<file path="config.mk">
export PLATFORM = sky130hd
export DESIGN_NAME = muldiv_sched
export DESIGN_NICKNAME = d
export VERILOG_FILES = /design/src/rtl/muldiv_sched.sv
export SDC_FILE = /design/constraint.sdc
export NUM_CORES = 2
export LEC_CHECK = 0
export ABC_AREA = 1
export BUFFER_PORTS_ARGS = -buffer_cell sky130_fd_sc_hd__buf_2
export CORE_MARGIN = 8
export CORE_UTILIZATION = 30
export DETAILED_ROUTE_END_ITERATION = 10
export PLACE_DENSITY = 0.46
export SLEW_MARGIN = 20
export SYNTH_ARGS = -nofsm -noshare
export SYNTH_HDL_FRONTEND = slang
export SYNTH_SLANG_ARGS = --single-unit
</file>
<file path="constraint.sdc">
create_clock -name clk -period 10.8 [get_ports clk]
set_input_delay 2.16 -clock clk [delete_from_list [all_inputs] [get_ports clk]]
set_output_delay 2.16 -clock clk [all_outputs]
set_load 0.03 [all_outputs]
</file>
<file path="src/rtl/muldiv_sched.sv">
// rtl/muldiv_sched.sv - RV64IM multiply/divide scheduler with shared iterative datapath
// Holds the pipeline while a 64-step shift-add multiply or restoring divide runs.
module muldiv_sched (
   input  logic        clk,
   input  logic        reset,
   input  logic        req_valid,
   input  logic [1:0]  mul_en,
   input  logic [3:0]  div_en,
   input  logic [63:0] src_a,
   input  logic [63:0] src_b,
   input  logic        flush,
   output logic        stall,
   output logic        done,
   output logic [63:0] result
);

   typedef enum logic [1:0] {
      S_IDLE,
      S_MUL,
      S_DIV,
      S_DONE
   } state_t;

   state_t      state_q, state_d;
   logic [6:0]  cnt_q, cnt_d;
   logic [63:0] acc_q, acc_d;
   logic [63:0] opa_q, opa_d;
   logic [63:0] opb_q, opb_d;
   logic [63:0] result_q, result_d;
   logic        w_q, w_d;
   logic        sel_rem_q, sel_rem_d;
   logic        qneg_q, qneg_d;
   logic        rneg_q, rneg_d;

   logic        accept;
   logic        is_mul;
   logic        op_w;
   logic        div_sgn;
   logic        div_uns;
   logic [63:0] a_prep, b_prep;
   logic [63:0] a_mag, b_mag;
   logic        div_zero;
   logic        div_ovf;
   logic [63:0] mul_sum;
   logic [64:0] rem_sh;
   logic [64:0] rem_diff;
   logic        rem_ge;
   logic [63:0] rem_nx, quo_nx;
   logic [63:0] q_fin, r_fin, div_res;

   function automatic logic [63:0] wfix(input logic [63:0] v, input logic w);
      return w ? {{32{v[31]}}, v[31:0]} : v;
   endfunction

   always_comb begin
      accept  = req_valid & (mul_en[0] | div_en[2]) & ~flush;
      is_mul  = mul_en[0];
      op_w    = is_mul ? mul_en[1] : div_en[3];
      div_uns = ~is_mul & div_en[0];
      div_sgn = ~is_mul & ~div_en[0];

      if (op_w) begin
         a_prep = div_uns ? {32'b0, src_a[31:0]} : {{32{src_a[31]}}, src_a[31:0]};
         b_prep = div_uns ? {32'b0, src_b[31:0]} : {{32{src_b[31]}}, src_b[31:0]};
      end else begin
         a_prep = src_a;
         b_prep = src_b;
      end

      a_mag    = (div_sgn & a_prep[63]) ? -a_prep : a_prep;
      b_mag    = (div_sgn & b_prep[63]) ? -b_prep : b_prep;
      div_zero = (b_prep == 64'd0);
      div_ovf  = div_sgn & (b_prep == {64{1'b1}}) &
                 (a_prep == (op_w ? 64'hFFFF_FFFF_8000_0000 : 64'h8000_0000_0000_0000));
   end

   // One iteration of each algorithm; rem_sh < 2*divisor, so bit 64 of the difference is the borrow.
   always_comb begin
      mul_sum  = opb_q[0] ? (acc_q + opa_q) : acc_q;
      rem_sh   = {acc_q, opa_q[63]};
      rem_diff = rem_sh - {1'b0, opb_q};
      rem_ge   = ~rem_diff[64];
      rem_nx   = rem_ge ? rem_diff[63:0] : rem_sh[63:0];
      quo_nx   = {opa_q[62:0], rem_ge};
      q_fin    = qneg_q ? -quo_nx : quo_nx;
      r_fin    = rneg_q ? -rem_nx : rem_nx;
      div_res  = sel_rem_q ? r_fin : q_fin;
   end

   always_comb begin
      state_d   = state_q;
      cnt_d     = cnt_q;
      acc_d     = acc_q;
      opa_d     = opa_q;
      opb_d     = opb_q;
      result_d  = result_q;
      w_d       = w_q;
      sel_rem_d = sel_rem_q;
      qneg_d    = qneg_q;
      rneg_d    = rneg_q;

      case (state_q)
         S_IDLE: begin
            if (accept) begin
               cnt_d     = 7'd0;
               w_d       = op_w;
               sel_rem_d = div_en[1];
               qneg_d    = div_sgn & (a_prep[63] ^ b_prep[63]);
               rneg_d    = div_sgn & a_prep[63];
               acc_d     = 64'd0;
               if (is_mul) begin
                  opa_d   = a_prep;
                  opb_d   = b_prep;
                  state_d = S_MUL;
               end else if (div_zero) begin
                  result_d = wfix(div_en[1] ? a_prep : {64{1'b1}}, op_w);
                  state_d  = S_DONE;
               end else if (div_ovf) begin
                  result_d = wfix(div_en[1] ? 64'd0 : a_prep, op_w);
                  state_d  = S_DONE;
               end else begin
                  opa_d   = a_mag;
                  opb_d   = b_mag;
                  state_d = S_DIV;
               end
            end
         end
         S_MUL: begin
            acc_d = mul_sum;
            opa_d = {opa_q[62:0], 1'b0};
            opb_d = {1'b0, opb_q[63:1]};
            cnt_d = cnt_q + 7'd1;
            if (cnt_q == 7'd63) begin
               result_d = wfix(mul_sum, w_q);
               state_d  = S_DONE;
            end
         end
         S_DIV: begin
            acc_d = rem_nx;
            opa_d = quo_nx;
            cnt_d = cnt_q + 7'd1;
            if (cnt_q == 7'd63) begin
               result_d = wfix(div_res, w_q);
               state_d  = S_DONE;
            end
         end
         S_DONE: begin
            state_d = S_IDLE;
         end
         default: begin
            state_d = S_IDLE;
         end
      endcase

      // A killed operation must not leave its result behind either.
      if (flush) begin
         state_d  = S_IDLE;
         result_d = result_q;
      end
   end

   always_ff @(posedge clk or posedge reset) begin
      if (reset) begin
         state_q   <= S_IDLE;
         cnt_q     <= 7'd0;
         acc_q     <= 64'd0;
         opa_q     <= 64'd0;
         opb_q     <= 64'd0;
         result_q  <= 64'd0;
         w_q       <= 1'b0;
         sel_rem_q <= 1'b0;
         qneg_q    <= 1'b0;
         rneg_q    <= 1'b0;
      end else begin
         state_q   <= state_d;
         cnt_q     <= cnt_d;
         acc_q     <= acc_d;
         opa_q     <= opa_d;
         opb_q     <= opb_d;
         result_q  <= result_d;
         w_q       <= w_d;
         sel_rem_q <= sel_rem_d;
         qneg_q    <= qneg_d;
         rneg_q    <= rneg_d;
      end
   end

   assign stall  = ((state_q == S_IDLE) & accept) | (state_q == S_MUL) | (state_q == S_DIV);
   assign done   = (state_q == S_DONE);
   assign result = result_q;

endmodule

</file>
==> Implementation_results.wiki <==
{| class="wikitable"
! Metric !! Value
|-
| Run status || finished clean
|-
| Area taken by flip-flops and latches || 0.00674 mm^2
|-
| Number of buffer and inverter stages on the critical path || 8
|-
| Classification of the worst-slack hold path || register to register
|-
| Clock root buffer || sky130_fd_sc_hd__clkbuf_16
|-
| First-pass GRT wire length || 274000 um
|-
| Number of enable flip-flop cells after synthesis || 0
|-
| Syn_nets || 6652
|-
| # DRC || 0
|-
| Overall routing resource usage || 27.7%
|-
| Peak supply drop || 0.190 mV
|-
| Most numerous cell in the Yosys netlist || sky130_fd_sc_hd__nand2_1
|-
| Horizontal extent of the die || 359 um
|-
| Final Hold Violating Endpoints || 0
|-
| Critical Path End Type || register
|-
| Tmin final || 7870 ps
|-
| Largest net degree at the start of global routing || 129
|-
| Die outline area || 0.129 mm^2
|-
| Number of global-route vias before repair || 40.0k
|-
| Critical path cell sequence || buf_2 > inv_1 > nand2_1 > nand2_2 > inv_2 > buf_4 > nor2_1 > inv_1 > nand3_1 > nor4_1 > nor3b_1 > nand4_1 > nor3_1 > nand3_1 > nand2_1 > o21ai_0 > nand2_1 > clkinv_2 > buf_4 > buf_4 > o211ai_1 > o21ai_1
|-
| Slowest cell on crit path || sky130_fd_sc_hd__clkinv_2
|-
| Post-synthesis to final-layout area growth || 10.2%
|-
| Syn. warnings || 0
|-
| Inserted Clock Buffers || 41
|-
| Largest stage delay, worst path || 720 ps
|-
| Predominant post-synthesis flop cell || sky130_fd_sc_hd__dfrtp_1
|-
| Worst min-delay path startpoint || result[14]
|-
| Area of combinational cells with multiple inputs || 0.0241 mm^2
|-
| Power Density || ~310 mW/mm^2
|-
| CP required || 11300 ps
|-
| WL/cell || about 23 um
|-
| Number of instances resized during post-cts repair || 0
|-
| Half-perimeter wire length of the detailed placement result || approximately 150000 um
|-
| F_max || 0.127 GHz
|-
| Row Count || 125
|-
| Drt initial violations || 4919
|-
| Startpoint type of the worst setup path || primary input
|-
| Post-CTS setup repair buffer count || 0
|-
| Highest fanout seen on the critical path || 66
|-
| Critical register-to-register path startpoint || opa_q[63]
|-
| Height of the chip || 359 um
|-
| Critical path startpoint || mul_en[0]
|-
| Fraction of final layout cells with drive strength greater than 1 || around 7.1%
|-
| Largest cells by area after synthesis || sky130_fd_sc_hd__nand2_1, sky130_fd_sc_hd__dfrtp_1, sky130_fd_sc_hd__inv_1
|-
| Unrepaired setup endpoints after global routing || false
|-
| Number of levels in the clock H-tree || 2
|-
| Static leakage || 20.5 nW
|-
| Core region area || 0.116 mm^2
|-
| Total via count in the routed design || roughly 43k
|-
| Number of instances in the synthesized netlist || between 6k and 7k
|-
| Flip-flop and latch count after synthesis || roughly 270
|-
| Measured slew at the worst slew-check pin || 1180 ps
|-
| Antenna violations before repair || 6
|-
| Top cells by instance count after synthesis || sky130_fd_sc_hd__nand2_1, sky130_fd_sc_hd__inv_1, sky130_fd_sc_hd__nor2_1, sky130_fd_sc_hd__o21ai_0, sky130_fd_sc_hd__nand3_1
|-
| Top Ports || 204
|-
| Total power of the final layout || 12.0 mW
|-
| Clock tree skew after final layout || 42.0 ps
|-
| Number of iterations in the first detailed-routing pass || 6
|-
| Number of maximum-capacitance constraint violations || 0
|-
| Max_slew headroom || around 21%
|-
| CTS Buffer Depth || 3
|-
| Clock tree from TritonCTS || yes
|-
| Gr ovfl total || 0
|-
| Type of the setup path with the least slack || primary input to register
|-
| Syn Std Cell Area || 0.0353 mm^2
|-
| Final period util || between 70% and 80%
|-
| Routed wire length || between 150000 and 200000 um
|-
| Post-route antenna net violation count || 0
|-
| Area share of the largest cell type after synthesis || 22.2%
|-
| Mean number of vias per cell || 5.40
|-
| Fraction of the yosys area taken by sequential cells || 19.1%
|-
| Initial core utilization || a little under a third
|-
| Count of final setup violators || 0
|-
| Number of buffers added on ports || 203
|-
| DP Worst Slack || 2480 ps
|-
| Post-synth ARST share || between 90% and 100%
|-
| Post-Syn Area per Cell || 5.53 um^2
|-
| Setup total negative slack || 0 ps
|-
| Total placed instance area || 0.0375 mm^2
|-
| Total non-filler cell area in the finished layout || 0.0389 mm^2
|-
| Cell taking the most area after synthesis || sky130_fd_sc_hd__nand2_1
|-
| CP delay by family, top || buffers and inverters
|-
| Final WS setup || 2930 ps
|-
| # nets final || 6700
|-
| Number of max-slew violations in the final report || 0
|-
| Sinks on Clock Net || between 200 and 300
|-
| Worst skew pair latency || 640 ps
|-
| Routability congestion estimate from global placement || around 0.99
|-
| Hold-fix buffer count after cts || 0
|-
| Fill cell count || 13.5k
|-
| Clk slew on worst S/H paths || 50 ps
|-
| Library cells used by synthesis || 63
|-
| Crit path DAT || between 8000 and 9000 ps
|}
==> per-stage QoR <==
stage / util [%] / hold slack, ps / instances
2_1_floorplan: - / 468 / 6375
3_3_place_gp: 32.2 / 463 / 7904
3_5_place_dp: 32.3 / 460 / 7904
4_1_cts: 33.4 / 480 / 7976
5_1_grt: 33.4 / 495 / 7976
6_report: 33.4 / 479 / 7978
==> worst paths after layout <==
kind,endpoint,slack (ps),cells past startpoint
max reg2reg,result[48],3750,37
max,opb_q[11],2930,22
min in group asynchronous,result[52],1630,2
max in group asynchronous,opb_q[29],7710,3
min reg2reg,result[14],480,2
min,result[14],480,2
==> tightest hold or removal path, stage by stage, from the launching register on <==
cell	delay (ps)
sky130_fd_sc_hd__dfrtp_1	340
sky130_fd_sc_hd__nand2_1	50
sky130_fd_sc_hd__nand2_1	50
==> state kept, by name (all words and copies together) (netlist names), 2 cells and up <==
name and cells:
state_q 2, opa_q 64, result 64, acc_q 64, cnt_q 7, opb_q 64
==> power breakdown <==
part	switching [mW]	leakage, nW	total, mW	internal, mW
clock	0.599	0.646	1.40	0.798
combinational	6.49	16.4	8.73	2.25
sequential	0.554	3.51	1.92	1.36
==> cells in the final DEF (no fill, tap or decap), types with 6 or more instances in the layout <==
cell                        Yosys  layout
sky130_fd_sc_hd__o21ai_0      565     565
sky130_fd_sc_hd__clkbuf_1     158      10
sky130_fd_sc_hd__clkbuf_16      0      41
sky130_fd_sc_hd__nand3b_1      20      20
sky130_fd_sc_hd__nor4_1        29      29
sky130_fd_sc_hd__and3_1         8       8
sky130_fd_sc_hd__xor2_1        62      62
sky130_fd_sc_hd__nand4_1       74      74
sky130_fd_sc_hd__clkbuf_8       0       7
sky130_fd_sc_hd__nor3b_1        6       6
sky130_fd_sc_hd__nand2_1     2086    2085
sky130_fd_sc_hd__buf_4          8      43
sky130_fd_sc_hd__xnor2_1       61      61
sky130_fd_sc_hd__nor2_2        27      27
sky130_fd_sc_hd__buf_2         35     203
sky130_fd_sc_hd__nand2_2       37      37
sky130_fd_sc_hd__nor2_1       606     602
sky130_fd_sc_hd__a21oi_1      361     361
sky130_fd_sc_hd__o21bai_1      14      14
sky130_fd_sc_hd__a31oi_1       71      71
sky130_fd_sc_hd__nor2_4         5       9
sky130_fd_sc_hd__dfrtp_1      269     266
sky130_fd_sc_hd__or2_2         29      29
sky130_fd_sc_hd__o21a_1         6       6
sky130_fd_sc_hd__inv_1        906     902
sky130_fd_sc_hd__clkinv_2       0      10
sky130_fd_sc_hd__nor3_1        81      81
sky130_fd_sc_hd__maj3_1        26      26
sky130_fd_sc_hd__nand2_4        9      10
sky130_fd_sc_hd__o211ai_1      61      61
sky130_fd_sc_hd__inv_2         13      11
sky130_fd_sc_hd__ha_1         137     135
sky130_fd_sc_hd__a21o_1         9       9
sky130_fd_sc_hd__o22ai_1       48      48
sky130_fd_sc_hd__o21ai_1       50      49
sky130_fd_sc_hd__nand3_1      403     402
==> area by class of cell <==
type	instances	share of cell area, %
multi-input cells	4943	61.9
flip-flops and latches	269	17.3
inverters	921	8.94
well taps	1524	4.91
repair buffers	247	3.50
clock buffers	58	2.98
clock inverters	14	0.425
diodes	2	0.0129
==> metal layers <==
layer	share of wire [%]	track usage, %	wire length [um]
met5	0	0	0
met4	4.1	10.1	7720
met2	43	43.3	81000
met1	45	38.5	84400
met3	7.6	4.10	14200
==> kinds of logic after synthesis <==
group           count (synthesis)  synth area share [%]
compound gates               1220                  18.7
flops                         269                  19.1
xor+xnor                      123                  3.05
fa+ha+maj                     165                  5.71
buf+inv                      1163                  12.9
simple gates                 3435                  40.5
No activity file was read; power rests on OpenSTA's default activity.
